===== config.mk =====
export PLATFORM = sky130hd
export DESIGN_NAME = pe_eject_nic
export DESIGN_NICKNAME = d
export VERILOG_FILES = /design/src/rtl/noc_pkg.sv /design/src/rtl/vc_fifo.sv /design/src/rtl/pe_eject_nic.sv
export SDC_FILE = /design/constraint.sdc
export NUM_CORES = 1
export LEC_CHECK = 0
export ABC_AREA = 1
export CAP_MARGIN = 10
export CORE_ASPECT_RATIO = 1.75
export CORE_MARGIN = 2
export CORE_UTILIZATION = 55
export CTS_CLUSTER_DIAMETER = 50
export DETAILED_ROUTE_END_ITERATION = 10
export DONT_BUFFER_PORTS = 1
export PLACE_DENSITY_LB_ADDON = 0.15
export SLEW_MARGIN = 20
export SYNTH_ARGS = -nofsm -noshare
export SYNTH_HDL_FRONTEND = slang
export SYNTH_HIERARCHICAL = 1
export SYNTH_SLANG_ARGS = --single-unit

===== constraint.sdc =====
create_clock -name clk -period 3.7 [get_ports clk]
set_input_delay 0.555 -clock clk [delete_from_list [all_inputs] [get_ports clk]]
set_output_delay 0.555 -clock clk [all_outputs]
set_load 0.01 [all_outputs]

===== src/rtl/noc_pkg.sv =====
// Shared NoC packet definitions: field positions within the 64-bit flit and the packet type.
package noc_pkg;

  localparam int VC_BIT   = 63;
  localparam int HDIR_BIT = 62;
  localparam int VDIR_BIT = 61;
  localparam int HHOP_MSB = 55;
  localparam int HHOP_LSB = 52;
  localparam int VHOP_MSB = 51;
  localparam int VHOP_LSB = 48;
  localparam int SRC_MSB  = 47;
  localparam int SRC_LSB  = 32;
  localparam int DST_MSB  = 31;
  localparam int DST_LSB  = 16;

  typedef logic [63:0] packet_t;

  // A packet has reached its destination once both hop counts are exhausted.
  function automatic logic hops_pending(input packet_t p);
    return p[HHOP_MSB:VHOP_LSB] != '0;
  endfunction

endpackage


===== src/rtl/vc_fifo.sv =====
// Per-VC circular buffer; pointers carry an extra wrap bit so full and empty are unambiguous.
module vc_fifo #(
  parameter int DEPTH = 2,
  parameter int WIDTH = 64
) (
  input  logic             clk,
  input  logic             reset,
  input  logic             push,
  input  logic             pop,
  input  logic [WIDTH-1:0] din,
  output logic             full,
  output logic             empty,
  output logic [WIDTH-1:0] head
);

  localparam int AW = $clog2(DEPTH);

  logic [AW:0]      wr_ptr;
  logic [AW:0]      rd_ptr;
  logic [WIDTH-1:0] mem [DEPTH];

  assign full  = (wr_ptr[AW] != rd_ptr[AW]) && (wr_ptr[AW-1:0] == rd_ptr[AW-1:0]);
  assign empty = (wr_ptr == rd_ptr);
  assign head  = mem[rd_ptr[AW-1:0]];

  always_ff @(posedge clk or negedge reset) begin
    if (!reset) begin
      wr_ptr <= '0;
      rd_ptr <= '0;
    end else begin
      if (push && !full)
        wr_ptr <= wr_ptr + (AW+1)'(1);
      if (pop && !empty)
        rd_ptr <= rd_ptr + (AW+1)'(1);
    end
  end

  // Storage is data only; the pointers alone define what is valid.
  always_ff @(posedge clk) begin
    if (push && !full)
      mem[wr_ptr[AW-1:0]] <= din;
  end

endmodule


===== src/rtl/pe_eject_nic.sv =====
// Router-to-PE ejection port: per-VC buffering, destination checks and round-robin delivery.
module pe_eject_nic
  import noc_pkg::*;
#(
  parameter int PACKET_SIZE = 64,
  parameter int DEPTH       = 2,
  parameter int CNT_W       = 16
) (
  input  logic                   clk,
  input  logic                   reset,
  input  logic                   polarity,
  input  logic                   si,
  input  logic [PACKET_SIZE-1:0] di,
  output logic                   ri,
  output logic                   out_valid,
  input  logic                   out_ready,
  output logic [PACKET_SIZE-1:0] out_data,
  output logic                   out_vc,
  output logic [CNT_W-1:0]       rx_cnt_vc0,
  output logic [CNT_W-1:0]       rx_cnt_vc1,
  output logic                   vc_err,
  output logic                   hop_err,
  input  logic                   clr_err
);

  logic                   full0, full1, empty0, empty1;
  logic [PACKET_SIZE-1:0] head0, head1;
  logic                   acc, push0, push1, pop0, pop1, pop_any;
  logic                   sel, sel_c, last, locked;

  // Only the VC matching the current polarity is advertised to the router.
  assign ri    = reset && !(polarity ? full1 : full0);
  assign acc   = si && ri;
  assign push0 = acc && !polarity;
  assign push1 = acc && polarity;

  vc_fifo #(.DEPTH(DEPTH), .WIDTH(PACKET_SIZE)) u_fifo_vc0 (
    .clk   (clk),
    .reset (reset),
    .push  (push0),
    .pop   (pop0),
    .din   (di),
    .full  (full0),
    .empty (empty0),
    .head  (head0)
  );

  vc_fifo #(.DEPTH(DEPTH), .WIDTH(PACKET_SIZE)) u_fifo_vc1 (
    .clk   (clk),
    .reset (reset),
    .push  (push1),
    .pop   (pop1),
    .din   (di),
    .full  (full1),
    .empty (empty1),
    .head  (head1)
  );

  assign out_valid = !(empty0 && empty1);

  // A stalled head stays selected; otherwise pick the non-empty VC, alternating on contention.
  always_comb begin
    sel_c = sel;
    if (!locked) begin
      if (!empty0 && !empty1)
        sel_c = !last;
      else
        sel_c = empty0;
    end
  end

  assign out_vc   = out_valid && sel_c;
  assign out_data = out_valid ? (sel_c ? head1 : head0) : '0;
  assign pop_any  = out_valid && out_ready;
  assign pop0     = pop_any && !sel_c;
  assign pop1     = pop_any && sel_c;

  always_ff @(posedge clk or negedge reset) begin
    if (!reset) begin
      sel    <= 1'b0;
      last   <= 1'b1;
      locked <= 1'b0;
    end else begin
      sel    <= sel_c;
      locked <= out_valid && !out_ready;
      if (pop_any)
        last <= sel_c;
    end
  end

  always_ff @(posedge clk or negedge reset) begin
    if (!reset) begin
      rx_cnt_vc0 <= '0;
      rx_cnt_vc1 <= '0;
    end else begin
      if (push0)
        rx_cnt_vc0 <= rx_cnt_vc0 + CNT_W'(1);
      if (push1)
        rx_cnt_vc1 <= rx_cnt_vc1 + CNT_W'(1);
    end
  end

  // A newly detected error takes priority over a clear in the same cycle.
  always_ff @(posedge clk or negedge reset) begin
    if (!reset) begin
      vc_err  <= 1'b0;
      hop_err <= 1'b0;
    end else begin
      if (acc && (di[VC_BIT] != polarity))
        vc_err <= 1'b1;
      else if (clr_err)
        vc_err <= 1'b0;
      if (acc && hops_pending(di))
        hop_err <= 1'b1;
      else if (clr_err)
        hop_err <= 1'b0;
    end
  end

endmodule

==> impl_results.md, run 1 <==
* Register area share after synthesis at 68.8%
* Max-slew violation count at 0
* GR Overflow Total at 0
* Num rows at 73
* Synth-to-layout area growth at 9.52%
* Routed Antenna Nets at 0
* Place WS at 732 ps
* HPWL after detailed placement at 16200 um
* Die W at 119 um
* Vias per cell at 5.24
* Grt met2 use at 41.4%
* Post-CTS setup repair buffer count at 0
* Layout Nets at 1327
* # IOs at 171
* DRT Pass-1 Iters at 5
* Clock sink count at 301
* Mapped Area at 12800 um2
* Maximum vdd drop at 0.642 mV
* Largest net degree at the start of global routing at 68
* Final hold violation count at 0
* Synthesis warning total at 6
* Fmax at 289 MHz
* RD Place Congestion at 0.803
* Clk root buf: clkbuf_16
* Total CTS buffers at 26
* Met3 Resource Use GR at 5.66%
* Gr usage total at 22.1%
* Worst-Skew Late Latency at 540 ps
* Hold crit path type: in2reg
* Crit path DAT at 2910 ps
* TNS Setup at 0 ps
* Initial antenna violation count at 0
* Drt drc at 0
* Routed WL at 27100 um
* Core area at 22800 um2
* Crit Path Class: reg2out
* CTS clock-pin slew for the worst setup and hold paths at 70 ps
* Final hold slack at 91.2 ps
* Most frequent cells in the layout: 551 x nand2_1, 256 x edfxtp_1, 165 x nor2_1
* Worst-path maximum fanout at 39
* Share of layout cells above drive strength 1 at 6.12%
* Synth Area per Inst at 10.2 um2
* Crit path time final at 3470 ps
* DR WL/cell at 17.2 um
* Finished Cell Area at 14000 um2
* Via count at 8248
* Status: completed
* CTS tree: done
* N_diodes at 0
* Clock Path Buffers at 3
* Yosys cell types at 25
* Fin crit share at 93.7%
* Maxcap violations at 0
* Vias in the first global route at 8023
* Final setup violation count at 0
* Syn nets at 1331
* Leak at 5.77 nW
* Most used routing layer in global routing: met2
* Chip height at 206 um
* Port Buf Inserts at 0
* DRT iter0 DRCs at 524
* Setup Skew at 21.9 ps
* First-pass GRT wire length at 41900 um
* Met1 usage at 23.2%
* Worst Tran Pin Value at 830 ps
* Crit path launch: u_fifo_vc0/rd_ptr[0]$_DFFE_PN0P_
* Pwr/cell area at 766 nW/um2
* Reg-to-reg startpoint: u_fifo_vc0/rd_ptr[0]$_DFFE_PN0P_
* Final WS setup at 234 ps
* Cells after Synth at 1259
* DP Area at 13200 um2
* Final Util at 61.5%
* Die area at 24600 um2
* CP endpoint kind: output pin
* Crit path launch type: flip-flop
* Critical Path RT at 3140 ps
* Hold Path Origin: out_ready
* Htree depth at 1
* Initial Util at 56.1%
* #FFs+latches synth at 301
* Most common library cell in the layout ignoring fill and taps: nand2_1
* RSZ-0062 raised after global routing: no
* Max_slew headroom at 44.7%
cells in the mapped netlist (all sizes together):
master	instances	area share (%)
buf	39	2.0
clkbuf	16	0.47
dfrtp	44	8.6
dfstp	1	0.20
edfxtp	256	60
ha	2	0.20
inv	50	1.5
nand2	554	16
nand3	28	1.1
nand3b	14	0.82
nand4	4	0.31
nor2	167	5.0
o21ai	74	2.9
o2bb2ai	1	0.068
xnor2	1	0.068
xor2	8	0.61
per-layer routing:
layer  wire length (um)  vias to the layer above
li1                   -                     4086
met1               9660                     3828
met2              14300                      267
met3               2180                       67
met4               1040                        0
met5                  0                        -
per-stage QoR:
step | power [mW] | instances
floorplan | 7.16 | 1259
global placement | 8.11 | 1525
detailed placement | 8.18 | 1525
CTS | 10.9 | 1575
global route | 11.4 | 1575
finish | 10.8 | 1575
final cells by class:
cell class	count	area (um2)
repair buffers	23	308
fillers	1844	8790
flip-flops and latches	301	8820
clock inverters	12	118
clock buffers	36	729
well taps	300	375
inverters	50	189
multi-input cells	853	3500
sequential cells by signal, summed over array words and instances (netlist names):
register	cells
hop_err	1
last	1
locked	1
rx_cnt_vc0	16
rx_cnt_vc1	16
sel	1
u_fifo_vc0/mem	128
u_fifo_vc0/rd_ptr	2
u_fifo_vc0/wr_ptr	2
u_fifo_vc1/mem	128
u_fifo_vc1/rd_ptr	2
u_fifo_vc1/wr_ptr	2
vc_err	1
path summary, 6_finish.rpt:
kind	to	slack, ps	cells after the start
max in group asynchronous	last$_DFFE_PN1P_	2880	2
max reg2reg	u_fifo_vc0/mem[1][33]$_DFFE_PP_	930	13
min reg2reg	last$_DFFE_PN1P_	490	2
min	locked$_DFF_PN0_	90	1
min in group asynchronous	hop_err$_DFFE_PN0P_	550	2
max	out_data[47]	230	13
worst max-delay path: stages (launching register included):
cell,delay (ps)
dfrtp_2,660
inv_2,70
nand2_1,70
nand2_1,60
nand2_1,120
inv_1,80
nor2_1,100
o21ai_1,80
nand2_2,70
clkinv_2,390
buf_12,370
nor2_1,110
nor2_1,50
buf_4,140
where the power goes:
part           switching, mW  leakage (nW)  internal (mW)
sequential             0.258          2.91           4.06
clock                   1.16         0.405           1.52
combinational           2.80          2.45          0.955
logic make-up after synthesis:
logic type,Yosys count,share of synthesized area [%]
flip-flops,301,68.8
AND/OR/NAND/NOR,767,23.5
buffers and inverters,105,3.95
AO/OA/AOI/OAI,75,2.96
adder cells (fa/ha/maj),2,0.195
XOR/XNOR,9,0.673
timing repair:
action	4_1_cts	5_1_grt
hold endpoints to repair	45	0
gates resized for setup	0	1
endpoints found under the setup margin	0	1
hold buffers	2	0
(Power assumes the default switching activity.)
==> inputs of run 2 (changes only) <==
CTS_BUF_LIST = sky130_fd_sc_hd__clkbuf_4   (was not set)
==> impl_results.md, run 2 (same netlist as run 1, synthesis figures left out) <==
* Htree depth at 3
* Maxcap violations at 0
* Worst Tran Pin Value at 842 ps
* Int Pwr at 6.40 mW
* DRT iter0 DRCs at 472
* Synth-to-layout area growth at 15.0%
* Crit-path cells: inv_2, nand2_1, nand2_1, nand2_1, inv_1, nor2_1, o21ai_1, nand2_2, inv_4, buf_12, nor2_1, nor2_1
* Net Sw Frac at 40.3%
* Fmax at 291 MHz
* DRT Pass-1 Iters at 7
* Hold crit path type: in2reg
* Port Buf Inserts at 0
* Crit path launch type: flip-flop
* Status: completed
* Most frequent cells in the layout: 551 x nand2_1, 256 x edfxtp_1, 165 x nor2_1
* Leak at 6.16 nW
* Total CTS buffers at 67
* Final hold violation count at 0
* Chip height at 206 um
* Initial antenna violation count at 1
* Crit Path Class: reg2out
* Crit path time final at 3430 ps
* Post-CTS setup repair buffer count at 0
* TNS Setup at 0 ps
* Switching power at 4.32 mW
* CTS clock-pin slew for the worst setup and hold paths at 80 ps
* Worst-Skew Late Latency at 650 ps
* Clock share of power at 23.5%
* Drt drc at 0
* Crit path largest cell delay at 610 ps
* Total power draw at 10.7 mW
* Final setup violation count at 0
* Share of layout cells above drive strength 1 at 10.3%
* Most common library cell in the layout ignoring fill and taps: nand2_1
* Via count at 8859
* Pwr/cell area at 727 nW/um2
* Crit path buf inv count at 4
* Worst-path maximum fanout at 39
* CP max-delay cell: dfrtp_4
* Routed WL at 28100 um
* First-pass GRT wire length at 44000 um
* Clock sink count at 301
* Comb power frac at 36.2%
* Final hold slack at 97.9 ps
* Maximum vdd drop at 0.612 mV
* GR Overflow Total at 0
* Final Util at 64.6%
* Largest net degree at the start of global routing at 68
* Die area at 24600 um2
* Clock Path Buffers at 3
* CTS tree: done
* Core area at 22800 um2
* RSZ-0062 raised after global routing: no
* # IOs at 171
* HPWL after detailed placement at 16200 um
* Crit path DAT at 2880 ps
* Clk root buf: clkbuf_4
* Max-slew violation count at 0
* Num rows at 73
* Vias per cell at 5.16
* Routed Antenna Nets at 0
* CP endpoint kind: output pin
* Critical Path RT at 3140 ps
* Max_slew headroom at 43.9%
* Cell family with the largest share of critical-path delay: buffers and inverters
* RD Place Congestion at 0.803
* Setup Skew at 31.0 ps
* Die W at 119 um
* Fin crit share at 92.8%
* Gr usage total at 23.3%
* Layout Nets at 1436
* Vias in the first global route at 8873
* Initial Util at 56.1%
* DR WL/cell at 16.4 um
* Sequential share of power at 40.3%
==> run 2: cell count changes in the layout (fill, tap and decap cells not counted), sizes merged <==
| cell | delta |
|---|---|
| buf | -1 |
| bufinv | -1 |
| dlygate4sd3 | +68 |
| diode | +2 |
| clkbuf | +66 |
| clkinv | +9 |
| inv | +1 |
| clkinvlp | -3 |
==> run 2: worst paths after layout <==
check / startpoint / to / slack, ps / depth (start not counted)
min: clr_err / vc_err$_DFFE_PN0P_ / 100 / 2
min reg2reg: last$_DFFE_PN1P_ / last$_DFFE_PN1P_ / 500 / 2
max reg2reg: u_fifo_vc0/rd_ptr[0]$_DFFE_PN0P_ / u_fifo_vc0/mem[1][55]$_DFFE_PP_ / 950 / 13
max in group asynchronous: reset / last$_DFFE_PN1P_ / 2980 / 2
max: u_fifo_vc0/rd_ptr[0]$_DFFE_PN0P_ / out_data[43] / 270 / 12
min in group asynchronous: reset / u_fifo_vc0/rd_ptr[0]$_DFFE_PN0P_ / 450 / 2
==> run 2: area by class of cell <==
type	instances	area (um2)
clock inverters	18	98.8
diodes	2	5.00
flip-flops and latches	301	8820
clock buffers	101	758
multi-input cells	853	3500
well taps	300	375
inverters	50	190
fillers	1824	8090
repair buffers	91	995
==> run 2: metrics by stage <==
stage / setup slack [ps] / std cells / instance area [um2]
after global placement: 741 / 1525 / 13200
after detailed placement: 732 / 1525 / 13200
after global routing: 55.4 / 1715 / 14700
after CTS: 147 / 1714 / 14700
after floorplan: 572 / 1259 / 12800
final: 267 / 1716 / 14700
==> run 2: metal layers <==
| metal | part of all wire, % | vias up | routed length (um) | global-route usage [%] |
|---|---|---|---|---|
| met1 | 37 | 4161 | 10400 | 24.0 |
| met4 | 2.7 | 0 | 760 | 11.3 |
| met2 | 54 | 288 | 15100 | 43.4 |
| met3 | 6.7 | 53 | 1880 | 6.29 |
| met5 | 0 | - | 0 | 0 |
| li1 | - | 4357 | - | - |
==> run 2: timing repair <==
| item | CTS | global route |
|---|---|---|
| resized for setup | 2 | 2 |
| endpoints found under the setup margin | 4 | 3 |
| pin swaps | 0 | 0 |
| hold buffers | 70 | 0 |
| endpoints found under the hold margin | 305 | 0 |
==> run 2: power groups by stage <==
stage / Sequential, mW / Clock (mW) / Combinational [mW]
finish: 4.32 / 2.52 / 3.88
global route: 4.36 / 2.78 / 4.31
CTS: 4.32 / 2.61 / 3.92
detailed placement: 4.39 / 0 / 3.79
global placement: 4.38 / 0 / 3.73
floorplan: 4.32 / 0 / 2.84
==> inputs of run 3 (changes only) <==
CTS_BUF_LIST = sky130_fd_sc_hd__clkbuf_8   (was sky130_fd_sc_hd__clkbuf_4)
==> impl_results.md, run 3 (same netlist as run 1, synthesis figures left out) <==
* Status: completed
* # IOs at 171
* Routed Antenna Nets at 0
* RSZ-0062 raised after global routing: yes
* HPWL after detailed placement at 16200 um
* Clk root buf: clkbuf_8
* DRT Pass-1 Iters at 5
* Reg-to-reg startpoint: u_fifo_vc0/rd_ptr[0]$_DFFE_PN0P_
* Multi-input logic area at 3500 um2
* DR WL/cell at 17.1 um
* Final setup violation count at 0
* CTS tree: done
* Final WS setup at 202 ps
* Fmax at 286 MHz
* Max-slew violation count at 0
* GR Overflow Total at 0
* Final hold violation count at 0
* R2R depth at 13
* Hold Path Origin: out_ready
* Setup Skew at 18.9 ps
* First-pass GRT wire length at 42300 um
* CP endpoint kind: output pin
* Place WS at 732 ps
* CTS clock-pin slew for the worst setup and hold paths at 70 ps
* RD Place Congestion at 0.803
* Crit path largest cell delay at 670 ps
* Leak at 5.81 nW
* Hold Path Depth at 1
* Final Util at 61.5%
* Hold crit path type: in2reg
* Worst Tran Pin Value at 839 ps
* Vias in the first global route at 8139
* Total CTS buffers at 42
* TNS Setup at 0 ps
* Synth-to-layout area growth at 9.49%
* Share of layout cells above drive strength 1 at 7.46%
* Most frequent cells in the layout: 551 x nand2_1, 256 x edfxtp_1, 165 x nor2_1
* Met3 Wirelength at 1990 um
* Drt drc at 0
* Crit path launch: u_fifo_vc0/rd_ptr[0]$_DFFE_PN0P_
* # fillers at 1870
* Register area at 8820 um2
* Die area at 24600 um2
* Crit path DAT at 2940 ps
* Metal-1 WL at 10100 um
* Worst-path maximum fanout at 39
* Crit-path cells: inv_2, nand2_1, nand2_1, nand2_1, inv_1, nor2_1, o21ai_1, nand2_2, clkinv_2, buf_12, nor2_1, nor2_1, buf_4
* N_diodes at 0
* Htree depth at 2
* CP max-delay cell: dfrtp_2
* Gr usage total at 22.4%
* Worst-Skew Late Latency at 550 ps
* Num rows at 73
* Maximum vdd drop at 0.632 mV
* Vias per cell at 5.23
* Clock Path Buffers at 3
* Largest net degree at the start of global routing at 68
* Via count at 8369
* DR WL met2 at 14300 um
* Crit path time final at 3500 ps
* Most common library cell in the layout ignoring fill and taps: nand2_1
* Post-CTS setup repair buffer count at 0
* Clock sink count at 301
* DRT iter0 DRCs at 512
* Chip height at 206 um
* Critical Path RT at 3140 ps
* Port Buf Inserts at 0
* Maxcap violations at 0
* Fin crit share at 94.5%
* Layout Nets at 1343
* Crit path launch type: flip-flop
* Die W at 119 um
* Max_slew headroom at 44.1%
* Crit Path Class: reg2out
* Top Metal Used: met4
* Core area at 22800 um2
* Initial antenna violation count at 0
* Pwr/cell area at 760 nW/um2
* Routed WL at 27400 um
* Initial Util at 56.1%
## run 3: critical path, delay by kind of cell, from the launching register on
kind | cells | cell delay [ps]
AO/OA/AOI/OAI | 1 | 80
buffers and inverters | 5 | 1040
flip-flops | 1 | 670
AND/OR/NAND/NOR | 7 | 580
## run 3: worst paths after layout
path | endpoint | slack, ps
setup / recovery | out_data[47] | 200
hold / removal | locked$_DFF_PN0_ | 90
setup reg to reg | u_fifo_vc0/mem[1][27]$_DFFE_PP_ | 930
hold reg to reg | last$_DFFE_PN1P_ | 500
max in group asynchronous | last$_DFFE_PN1P_ | 2900
min in group asynchronous | rx_cnt_vc0[14]$_DFFE_PN0P_ | 500
## run 3: repair_timing
action,in CTS,in global routing
gates resized for setup,0,1
hold buffers,2,0
endpoints found under the hold margin,45,0
endpoints found under the setup margin,0,4
## run 3: final cells by class
cell class                      count  share of cell area, %
Clock buffer                       44                   4.31
Clock inverter                     30                   1.69
Inverter                           50                   1.35
Multi-Input combinational cell    853                   25.0
Sequential cell                   301                   62.8
Tap cell                          300                   2.67
Timing Repair Buffer               23                   2.19
## run 3: routing by layer
metal / vias to the layer above / GRT usage, %
met5: - / 0
met4: 0 / 10.0
met3: 64 / 6.57
met1: 3935 / 23.3
met2: 243 / 41.4
li1: 4127 / -
## run 3: through the flow
stage / power, mW / hold WS [ps] / cell area [um2] / instances
after detailed placement: 8.18 / 261 / 13200 / 1525
after CTS: 10.8 / 54.9 / 14000 / 1601
after global routing: 11.3 / 63.1 / 14000 / 1601
after floorplan: 7.16 / 259 / 12800 / 1259
after global placement: 8.11 / 261 / 13200 / 1525
final: 10.7 / 87.0 / 14000 / 1601
## run 3: where the power goes
group	internal, mW	switching (mW)	total (mW)
registers	4.06	0.259	4.32
clock network	1.39	1.20	2.59
logic	0.955	2.80	3.75
